===== config.mk =====
export PLATFORM = sky130hd
export DESIGN_NAME = uart_tap_tx
export DESIGN_NICKNAME = d
export VERILOG_FILES = /design/src/rtl/uart_pkg.sv /design/src/rtl/uart_tap_ser.sv /design/src/rtl/uart_tap_tx.sv
export SDC_FILE = /design/constraint.sdc
export NUM_CORES = 1
export LEC_CHECK = 0
export ABC_AREA = 1
export BUFFER_PORTS_ARGS = -buffer_cell sky130_fd_sc_hd__buf_2
export CAP_MARGIN = 20
export CORE_MARGIN = 10
export CORE_UTILIZATION = 40
export CTS_CLUSTER_SIZE = 30
export DETAILED_ROUTE_END_ITERATION = 6
export HOLD_SLACK_MARGIN = 0.06
export MAX_ROUTING_LAYER = met4
export SYNTH_ARGS = -nofsm -noshare
export SYNTH_HDL_FRONTEND = slang
export SYNTH_SLANG_ARGS = --single-unit

===== constraint.sdc =====
create_clock -name clk -period 3.6 [get_ports clk]
set_input_delay 0.36 -clock clk [delete_from_list [all_inputs] [get_ports clk]]
set_output_delay 0.36 -clock clk [all_outputs]
set_load 0.02 [all_outputs]

===== src/rtl/uart_pkg.sv =====
// Shared UART constants and state encodings for the relay and its sniffer tap.
package uart_pkg;

  // Source tags sent ahead of each captured byte ('1' = board 1, '2' = board 2)
  localparam logic [7:0] TAG_B1 = 8'h31;
  localparam logic [7:0] TAG_B2 = 8'h32;

  // 8N1 frame layout: start, eight data bits LSB first, stop
  localparam int         FRAME_BITS    = 10;
  localparam int         DATA_BITS     = 8;
  localparam int         START_BIT_IDX = 0;
  localparam int         STOP_BIT_IDX  = 9;
  localparam logic [2:0] LAST_DATA_IDX = 3'd7;

  // Sequencer: tag frame followed by data frame for every popped entry
  typedef enum logic [1:0] {
    SEQ_IDLE = 2'd0,
    SEQ_TAG  = 2'd1,
    SEQ_DATA = 2'd2
  } seq_state_t;

  // Serializer frame phases
  typedef enum logic [1:0] {
    SER_READY = 2'd0,
    SER_START = 2'd1,
    SER_BITS  = 2'd2,
    SER_STOP  = 2'd3
  } ser_state_t;

  // Tag byte for a captured entry's source bit
  function automatic logic [7:0] src_tag(input logic src);
    return src ? TAG_B2 : TAG_B1;
  endfunction

endpackage


===== src/rtl/uart_tap_ser.sv =====
// 8N1 serializer. Handshake: a frame is accepted on any edge where load and
// ready are both high; ready is high while idle and during the final cycle of
// a stop bit, so a load there starts the next frame with no idle gap. The
// line output is registered, so it trails the frame state by one cycle.
module uart_tap_ser
  import uart_pkg::*;
#(
  parameter int CLKS_PER_BIT = 16
) (
  input  logic       clk,
  input  logic       rst,
  input  logic       load,
  input  logic [7:0] data,
  output logic       ready,
  output logic       dout
);

  localparam int             CW        = (CLKS_PER_BIT > 1) ? $clog2(CLKS_PER_BIT) : 1;
  localparam logic [CW-1:0]  BAUD_LAST = CW'(CLKS_PER_BIT - 1);

  ser_state_t    state, state_next;
  logic [CW-1:0] baud_cnt;
  logic [2:0]    bit_idx;
  logic [7:0]    shift_reg;
  logic          baud_last;
  logic          accept;

  assign baud_last = (baud_cnt == BAUD_LAST);
  assign ready     = (state == SER_READY) || ((state == SER_STOP) && baud_last);
  assign accept    = load && ready;

  // Frame phase sequencing: start, eight data bits, stop, then next frame or idle
  always_comb begin
    state_next = state;
    case (state)
      SER_READY: if (load) state_next = SER_START;
      SER_START: if (baud_last) state_next = SER_BITS;
      SER_BITS:  if (baud_last && (bit_idx == LAST_DATA_IDX)) state_next = SER_STOP;
      SER_STOP:  if (baud_last) state_next = load ? SER_START : SER_READY;
      default:   state_next = SER_READY;
    endcase
  end

  // Baud/bit counters, shift register and registered line driver
  always_ff @(posedge clk or negedge rst) begin
    if (!rst) begin
      state     <= SER_READY;
      baud_cnt  <= '0;
      bit_idx   <= '0;
      shift_reg <= '0;
      dout      <= 1'b1;
    end else begin
      state <= state_next;
      if (accept) begin
        baud_cnt  <= '0;
        shift_reg <= data;
      end else begin
        if (state != SER_READY) baud_cnt <= baud_last ? '0 : baud_cnt + CW'(1);
        if ((state == SER_BITS) && baud_last) shift_reg <= {1'b0, shift_reg[7:1]};
      end
      if (state == SER_START) bit_idx <= '0;
      else if ((state == SER_BITS) && baud_last) bit_idx <= bit_idx + 3'd1;
      dout <= (state == SER_START) ? 1'b0 :
              (state == SER_BITS)  ? shift_reg[0] : 1'b1;
    end
  end

endmodule


===== src/rtl/uart_tap_tx.sv =====
// Sniffer return path: captures bytes from both boards, tags them with their
// source, queues them and sends tag+data frame pairs to the PC.
module uart_tap_tx
  import uart_pkg::*;
#(
  parameter int SYSTEM_CLOCK = 32000000,
  parameter int BAUD_RATE    = 9600,
  parameter int FIFO_DEPTH   = 16
) (
  input  logic                            clk,
  input  logic                            rst,
  input  logic                            enable,
  input  logic                            b1_valid,
  input  logic [7:0]                      b1_data,
  input  logic                            b2_valid,
  input  logic [7:0]                      b2_data,
  input  logic                            clear_drops,
  output logic                            pc_tx_bus,
  output logic                            busy,
  output logic [$clog2(FIFO_DEPTH+1)-1:0] fifo_level,
  output logic [7:0]                      drop_count
);

  localparam int CLKS_PER_BIT = SYSTEM_CLOCK / BAUD_RATE;
  localparam int AW           = $clog2(FIFO_DEPTH);
  localparam int LW           = $clog2(FIFO_DEPTH + 1);

  logic [8:0]    mem [FIFO_DEPTH];
  logic [AW-1:0] wr_ptr, rd_ptr;
  logic [8:0]    rd_data;
  logic          full, empty;

  logic          b1_cap, b2_cap;
  logic          pend_valid;
  logic [8:0]    pend_data;
  logic          wr_en, pend_set, lost;
  logic [8:0]    wr_data, pend_next;
  logic          push, pop, drop_fifo;
  logic [1:0]    n_drop;
  logic [8:0]    drop_sum;

  seq_state_t    seq_state, seq_next;
  logic [7:0]    data_hold;
  logic          ser_load, ser_ready;
  logic [7:0]    ser_data;

  assign b1_cap  = enable && b1_valid;
  assign b2_cap  = enable && b2_valid;
  assign full    = (fifo_level == LW'(FIFO_DEPTH));
  assign empty   = (fifo_level == '0);
  assign rd_data = mem[rd_ptr];

  // Write arbitration: a pending entry goes first; a colliding capture is
  // deferred into the pending slot. With the slot already busy and both boards
  // firing, only one can be deferred and the board-2 byte is lost.
  always_comb begin
    wr_en     = 1'b0;
    wr_data   = '0;
    pend_set  = 1'b0;
    pend_next = '0;
    lost      = 1'b0;
    if (pend_valid) begin
      wr_en   = 1'b1;
      wr_data = pend_data;
      if (b1_cap) begin
        pend_set  = 1'b1;
        pend_next = {1'b0, b1_data};
        lost      = b2_cap;
      end else if (b2_cap) begin
        pend_set  = 1'b1;
        pend_next = {1'b1, b2_data};
      end
    end else if (b1_cap) begin
      wr_en   = 1'b1;
      wr_data = {1'b0, b1_data};
      if (b2_cap) begin
        pend_set  = 1'b1;
        pend_next = {1'b1, b2_data};
      end
    end else if (b2_cap) begin
      wr_en   = 1'b1;
      wr_data = {1'b1, b2_data};
    end
  end

  // A full FIFO still accepts a write when the same cycle pops
  assign push      = wr_en && (!full || pop);
  assign drop_fifo = wr_en && !push;
  assign n_drop    = {1'b0, drop_fifo} + {1'b0, lost};
  assign drop_sum  = {1'b0, drop_count} + {7'd0, n_drop};

  // Pending slot for the deferred half of a collision
  always_ff @(posedge clk or negedge rst) begin
    if (!rst) begin
      pend_valid <= 1'b0;
      pend_data  <= '0;
    end else begin
      pend_valid <= pend_set;
      if (pend_set) pend_data <= pend_next;
    end
  end

  // FIFO storage; contents need no reset since the pointers define validity
  always_ff @(posedge clk) begin
    if (push) mem[wr_ptr] <= wr_data;
  end

  // FIFO pointers and occupancy
  always_ff @(posedge clk or negedge rst) begin
    if (!rst) begin
      wr_ptr     <= '0;
      rd_ptr     <= '0;
      fifo_level <= '0;
    end else begin
      if (push) wr_ptr <= wr_ptr + AW'(1);
      if (pop)  rd_ptr <= rd_ptr + AW'(1);
      case ({push, pop})
        2'b10:   fifo_level <= fifo_level + LW'(1);
        2'b01:   fifo_level <= fifo_level - LW'(1);
        default: fifo_level <= fifo_level;
      endcase
    end
  end

  // Saturating drop counter; a clear wins over a same-cycle drop
  always_ff @(posedge clk or negedge rst) begin
    if (!rst)             drop_count <= '0;
    else if (clear_drops) drop_count <= '0;
    else if (n_drop != 2'd0) drop_count <= drop_sum[8] ? 8'hFF : drop_sum[7:0];
  end

  // Sequencer next state: pop and send tag, then the held data byte
  always_comb begin
    seq_next = seq_state;
    pop      = 1'b0;
    ser_load = 1'b0;
    ser_data = '0;
    case (seq_state)
      SEQ_IDLE: if (!empty && ser_ready) begin
        pop      = 1'b1;
        ser_load = 1'b1;
        ser_data = src_tag(rd_data[8]);
        seq_next = SEQ_TAG;
      end
      SEQ_TAG: if (ser_ready) begin
        ser_load = 1'b1;
        ser_data = data_hold;
        seq_next = SEQ_DATA;
      end
      SEQ_DATA: if (ser_ready) begin
        if (!empty) begin
          pop      = 1'b1;
          ser_load = 1'b1;
          ser_data = src_tag(rd_data[8]);
          seq_next = SEQ_TAG;
        end else begin
          seq_next = SEQ_IDLE;
        end
      end
      default: seq_next = SEQ_IDLE;
    endcase
  end

  // Sequencer state, held data byte and busy aligned with the line output
  always_ff @(posedge clk or negedge rst) begin
    if (!rst) begin
      seq_state <= SEQ_IDLE;
      data_hold <= '0;
      busy      <= 1'b0;
    end else begin
      seq_state <= seq_next;
      if (pop) data_hold <= rd_data[7:0];
      busy <= (seq_state != SEQ_IDLE);
    end
  end

  uart_tap_ser #(
    .CLKS_PER_BIT(CLKS_PER_BIT)
  ) u_ser (
    .clk  (clk),
    .rst  (rst),
    .load (ser_load),
    .data (ser_data),
    .ready(ser_ready),
    .dout (pc_tx_bus)
  );

endmodule


==> reports/qor.json <==
{
  "timing": {
    "fmax_mhz": 311,
    "hold_viol_final": 0,
    "finClkSkew_ns": 0.0258,
    "setup_total_negative_slack_ns": 0,
    "slew_at_the_pin_closest_to_its_max_slew_limit_ns": 0.910,
    "slew_headroom_pct": 39.3,
    "fin_hold_ws_ns": 0.152,
    "layout_min_cycle_time_ns": 3.22,
    "fin_crit_sh_pct": 89.4,
    "grt_setup_unrepaired": "no",
    "finalMaxSlewViolations": 0,
    "final-setup-viol-count": 0
  },
  "grt": {
    "grt_util_all_layers_pct": 14.6,
    "maximum_number_of_pins_on_one_net_before_global_route_repair": 75,
    "antenna_found_initial": 0,
    "total_grt_overflow": 0,
    "grt_pass1_vias": 6625,
    "grt_pass1_wl_mm": 35.8
  },
  "placement": {
    "detailedPlacementHpwl_mm": 13.9,
    "routabilityCongestion": 0.891,
    "buffer_ports.inserted": 36,
    "numPlacedInstances": 1310
  },
  "power_and_ir_drop": {
    "totalPowerFinal_mw": 6.11,
    "seqPwrFrac_pct": 48.1,
    "static-leakage-power_nw": 4.46,
    "p_int_mw": 4.58,
    "share_comb_of_total_power_pct": 11.4,
    "switchingPower_mw": 1.53,
    "switching_share_pct": 25.0,
    "power.ir.vdd_worst_mv": 0.575,
    "p_per_area_nw_per_um2": 544,
    "clock_power_share_pct": 40.5
  },
  "synth": {
    "synthesis.yosys.warnings": 0,
    "postSynthCellCount": 956,
    "yosysTopAreaCell": "sky130_fd_sc_hd__edfxtp_1",
    "synth.cell_area_um2": 9790,
    "syn-num-nets": 1002,
    "synth_top_area_share_pct": 44.2,
    "average_cell_area_after_synthesis_um2": 10.2,
    "ys_ff_latch": 212,
    "synth.lib_cells_used.distinct": 44,
    "synth_seq_area_share_pct": 61.6,
    "yosys-top-cells-area": "sky130_fd_sc_hd__edfxtp_1, sky130_fd_sc_hd__dfrtp_1, sky130_fd_sc_hd__o21ai_0, sky130_fd_sc_hd__nand2_1, sky130_fd_sc_hd__nor2_1"
  },
  "clock_network": {
    "path_clk_slew_ns": 0.06,
    "cts-htree-levels": 1,
    "clockRootBuffer": "sky130_fd_sc_hd__clkbuf_16",
    "cts.sink_count": 212,
    "clkLatencyLatePin_ns": 0.53,
    "ctsLongestPathBuffers": 3,
    "cts_tree": "yes",
    "cts_buffers": 24
  },
  "floorplan": {
    "initial_core_util_pct": 40.5,
    "ios": 37,
    "die_boundary_width_um": 176,
    "design.die.area_um2": 31100,
    "fp.coreArea_um2": 24200,
    "floorplan.rows": 57,
    "die_h_um": 176
  },
  "worst_setup_path": {
    "r2r_slack_ns": 0.38,
    "startpoint_type": "flop",
    "path_class": "reg -> reg",
    "worstPathRequired_ns": 4.01,
    "endpoint_kind": "flop",
    "arrival_time_of_data_at_the_critical_path_endpoint_ns": 3.63,
    "cp_max_fo": 14
  },
  "routing": {
    "detail_route.drc_violations": 0,
    "routed_via_density": 5.11,
    "drt_first_pass_iters": 5,
    "route.detailed.wl_per_inst_um": 16.4,
    "dr_total_vias": 6920,
    "drt_iter0_drc": 610,
    "ant_nets": 0,
    "routed_wire_length_mm": 22.2
  },
  "finish": {
    "drive_gt1_share_pct": 12.5,
    "finalNetCount": 1059,
    "antenna_cells": 0,
    "commonest_non_fill_non_tap_cell_in_the_layout": "sky130_fd_sc_hd__nand2_1",
    "largest_register_ffs": 144,
    "mostFrequentLayoutCells": "sky130_fd_sc_hd__nand2_1, sky130_fd_sc_hd__edfxtp_1, sky130_fd_sc_hd__o21ai_0",
    "top_register": "mem",
    "instances_no_fill": 1354,
    "area.growth.synth_to_final_pct": 14.9,
    "finish.utilization_pct": 46.5,
    "layout_top_registers": "mem: 144 flops, u_ser.baud_cnt: 12 flops, pend_data: 9 flops"
  },
  "run": {
    "count_of_max_cap_constraint_violations": 0
  },
  "run_status": {
    "outcome": "complete, no violations"
  },
  "min_path": {
    "hp-class": "in -> reg"
  }
}
[critical path, stage by stage (launching register included)]
cell and delay [ns]:
sky130_fd_sc_hd__dfrtp_1 0.41, sky130_fd_sc_hd__inv_1 0.10, sky130_fd_sc_hd__ha_1 0.28, sky130_fd_sc_hd__inv_1 0.34, sky130_fd_sc_hd__nand2_4 0.14, sky130_fd_sc_hd__nand2_4 0.19
sky130_fd_sc_hd__nand3_1 0.12, sky130_fd_sc_hd__ha_1 0.29, sky130_fd_sc_hd__ha_1 0.21, sky130_fd_sc_hd__fa_1 0.41, sky130_fd_sc_hd__nand3_1 0.11, sky130_fd_sc_hd__nor2_1 0.07
sky130_fd_sc_hd__nand2_1 0.09, sky130_fd_sc_hd__inv_1 0.08, sky130_fd_sc_hd__o21ai_0 0.15, sky130_fd_sc_hd__o21ai_0 0.09
[power groups by stage]
| stage | clock network, mW | registers, mW | logic, mW |
|---|---|---|---|
| floorplan | 0 | 3.00 | 0.400 |
| global placement | 0 | 2.98 | 0.691 |
| detailed placement | 0 | 2.99 | 0.704 |
| CTS | 2.53 | 2.94 | 0.707 |
| global route | 2.64 | 2.96 | 0.784 |
| finish | 2.48 | 2.94 | 0.697 |
[Yosys cell counts, drive strengths merged]
master,number
a31oi,1
nor2,117
o21ai,135
a21oi,10
o31ai,4
a22oi,1
fa,2
xnor2,1
nor3,25
clkinv,4
ha,22
dfrtp,67
or2,4
and2,1
xor2,13
nor3b,1
nand3,51
o221ai,12
o211ai,30
a21o,1
nand2,173
inv,85
nand4,9
o32ai,1
nand3b,2
buf,25
dfstp,1
edfxtp,144
clkbuf,14
[kinds of logic (layout without fill, tap and decap cells)]
group	Yosys count	after routing	synth area share, %
AO/OA/AOI/OAI	195	195	11.6
XOR/XNOR	14	14	1.25
adder cells (fa/ha/maj)	24	24	3.22
buffers and inverters	128	202	5.52
flip-flops	212	212	61.6
AND/OR/NAND/NOR	383	383	16.8
[layout make-up]
| class | instances | area [um^2] |
|---|---|---|
| well taps | 324 | 405 |
| inverters | 89 | 339 |
| clock buffers | 31 | 627 |
| fillers | 2258 | 12900 |
| repair buffers | 70 | 440 |
| multi-input cells | 616 | 3220 |
| flip-flops and latches | 212 | 6030 |
| clock inverters | 12 | 180 |
[final timing paths]
path	from	end	cells after the start
setup reg to reg	u_ser.state[0]$_DFFE_PN0P_	drop_count[3]$_DFFE_PN0P_	15
setup / recovery	u_ser.state[0]$_DFFE_PN0P_	drop_count[3]$_DFFE_PN0P_	15
min in group asynchronous	rst	u_ser.baud_cnt[2]$_DFFE_PN0P_	2
max in group asynchronous	rst	rd_ptr[0]$_DFFE_PN0P_	2
hold reg to reg	u_ser.shift_reg[1]$_DFFE_PN0P_	u_ser.shift_reg[1]$_DFFE_PN0P_	2
hold / removal	b2_data[5]	pend_data[5]$_DFFE_PN0P_	3
[per-stage QoR]
step                setup slack (ns)  cell area (um^2)
finish                         0.383             11200
global route                  0.0516             11200
CTS                            0.396             11200
detailed placement             0.377             10400
global placement               0.480             10400
floorplan                      0.749              9790
[routing by layer]
metal	vias to the layer above	global-route usage, %	wire, um
met5	-	-	0
met4	0	5.18	650
met3	42	1.82	919
met2	172	22.9	10600
met1	3306	19.2	10100
li1	3400	-	-
[repair_timing]
| item | CTS | global route |
|---|---|---|
| setup buffers | 0 | 0 |
| hold buffers | 1 | 0 |
| endpoints found under the hold margin | 67 | 0 |
| gates resized for setup | 0 | 0 |
(Power assumes the default switching activity.)
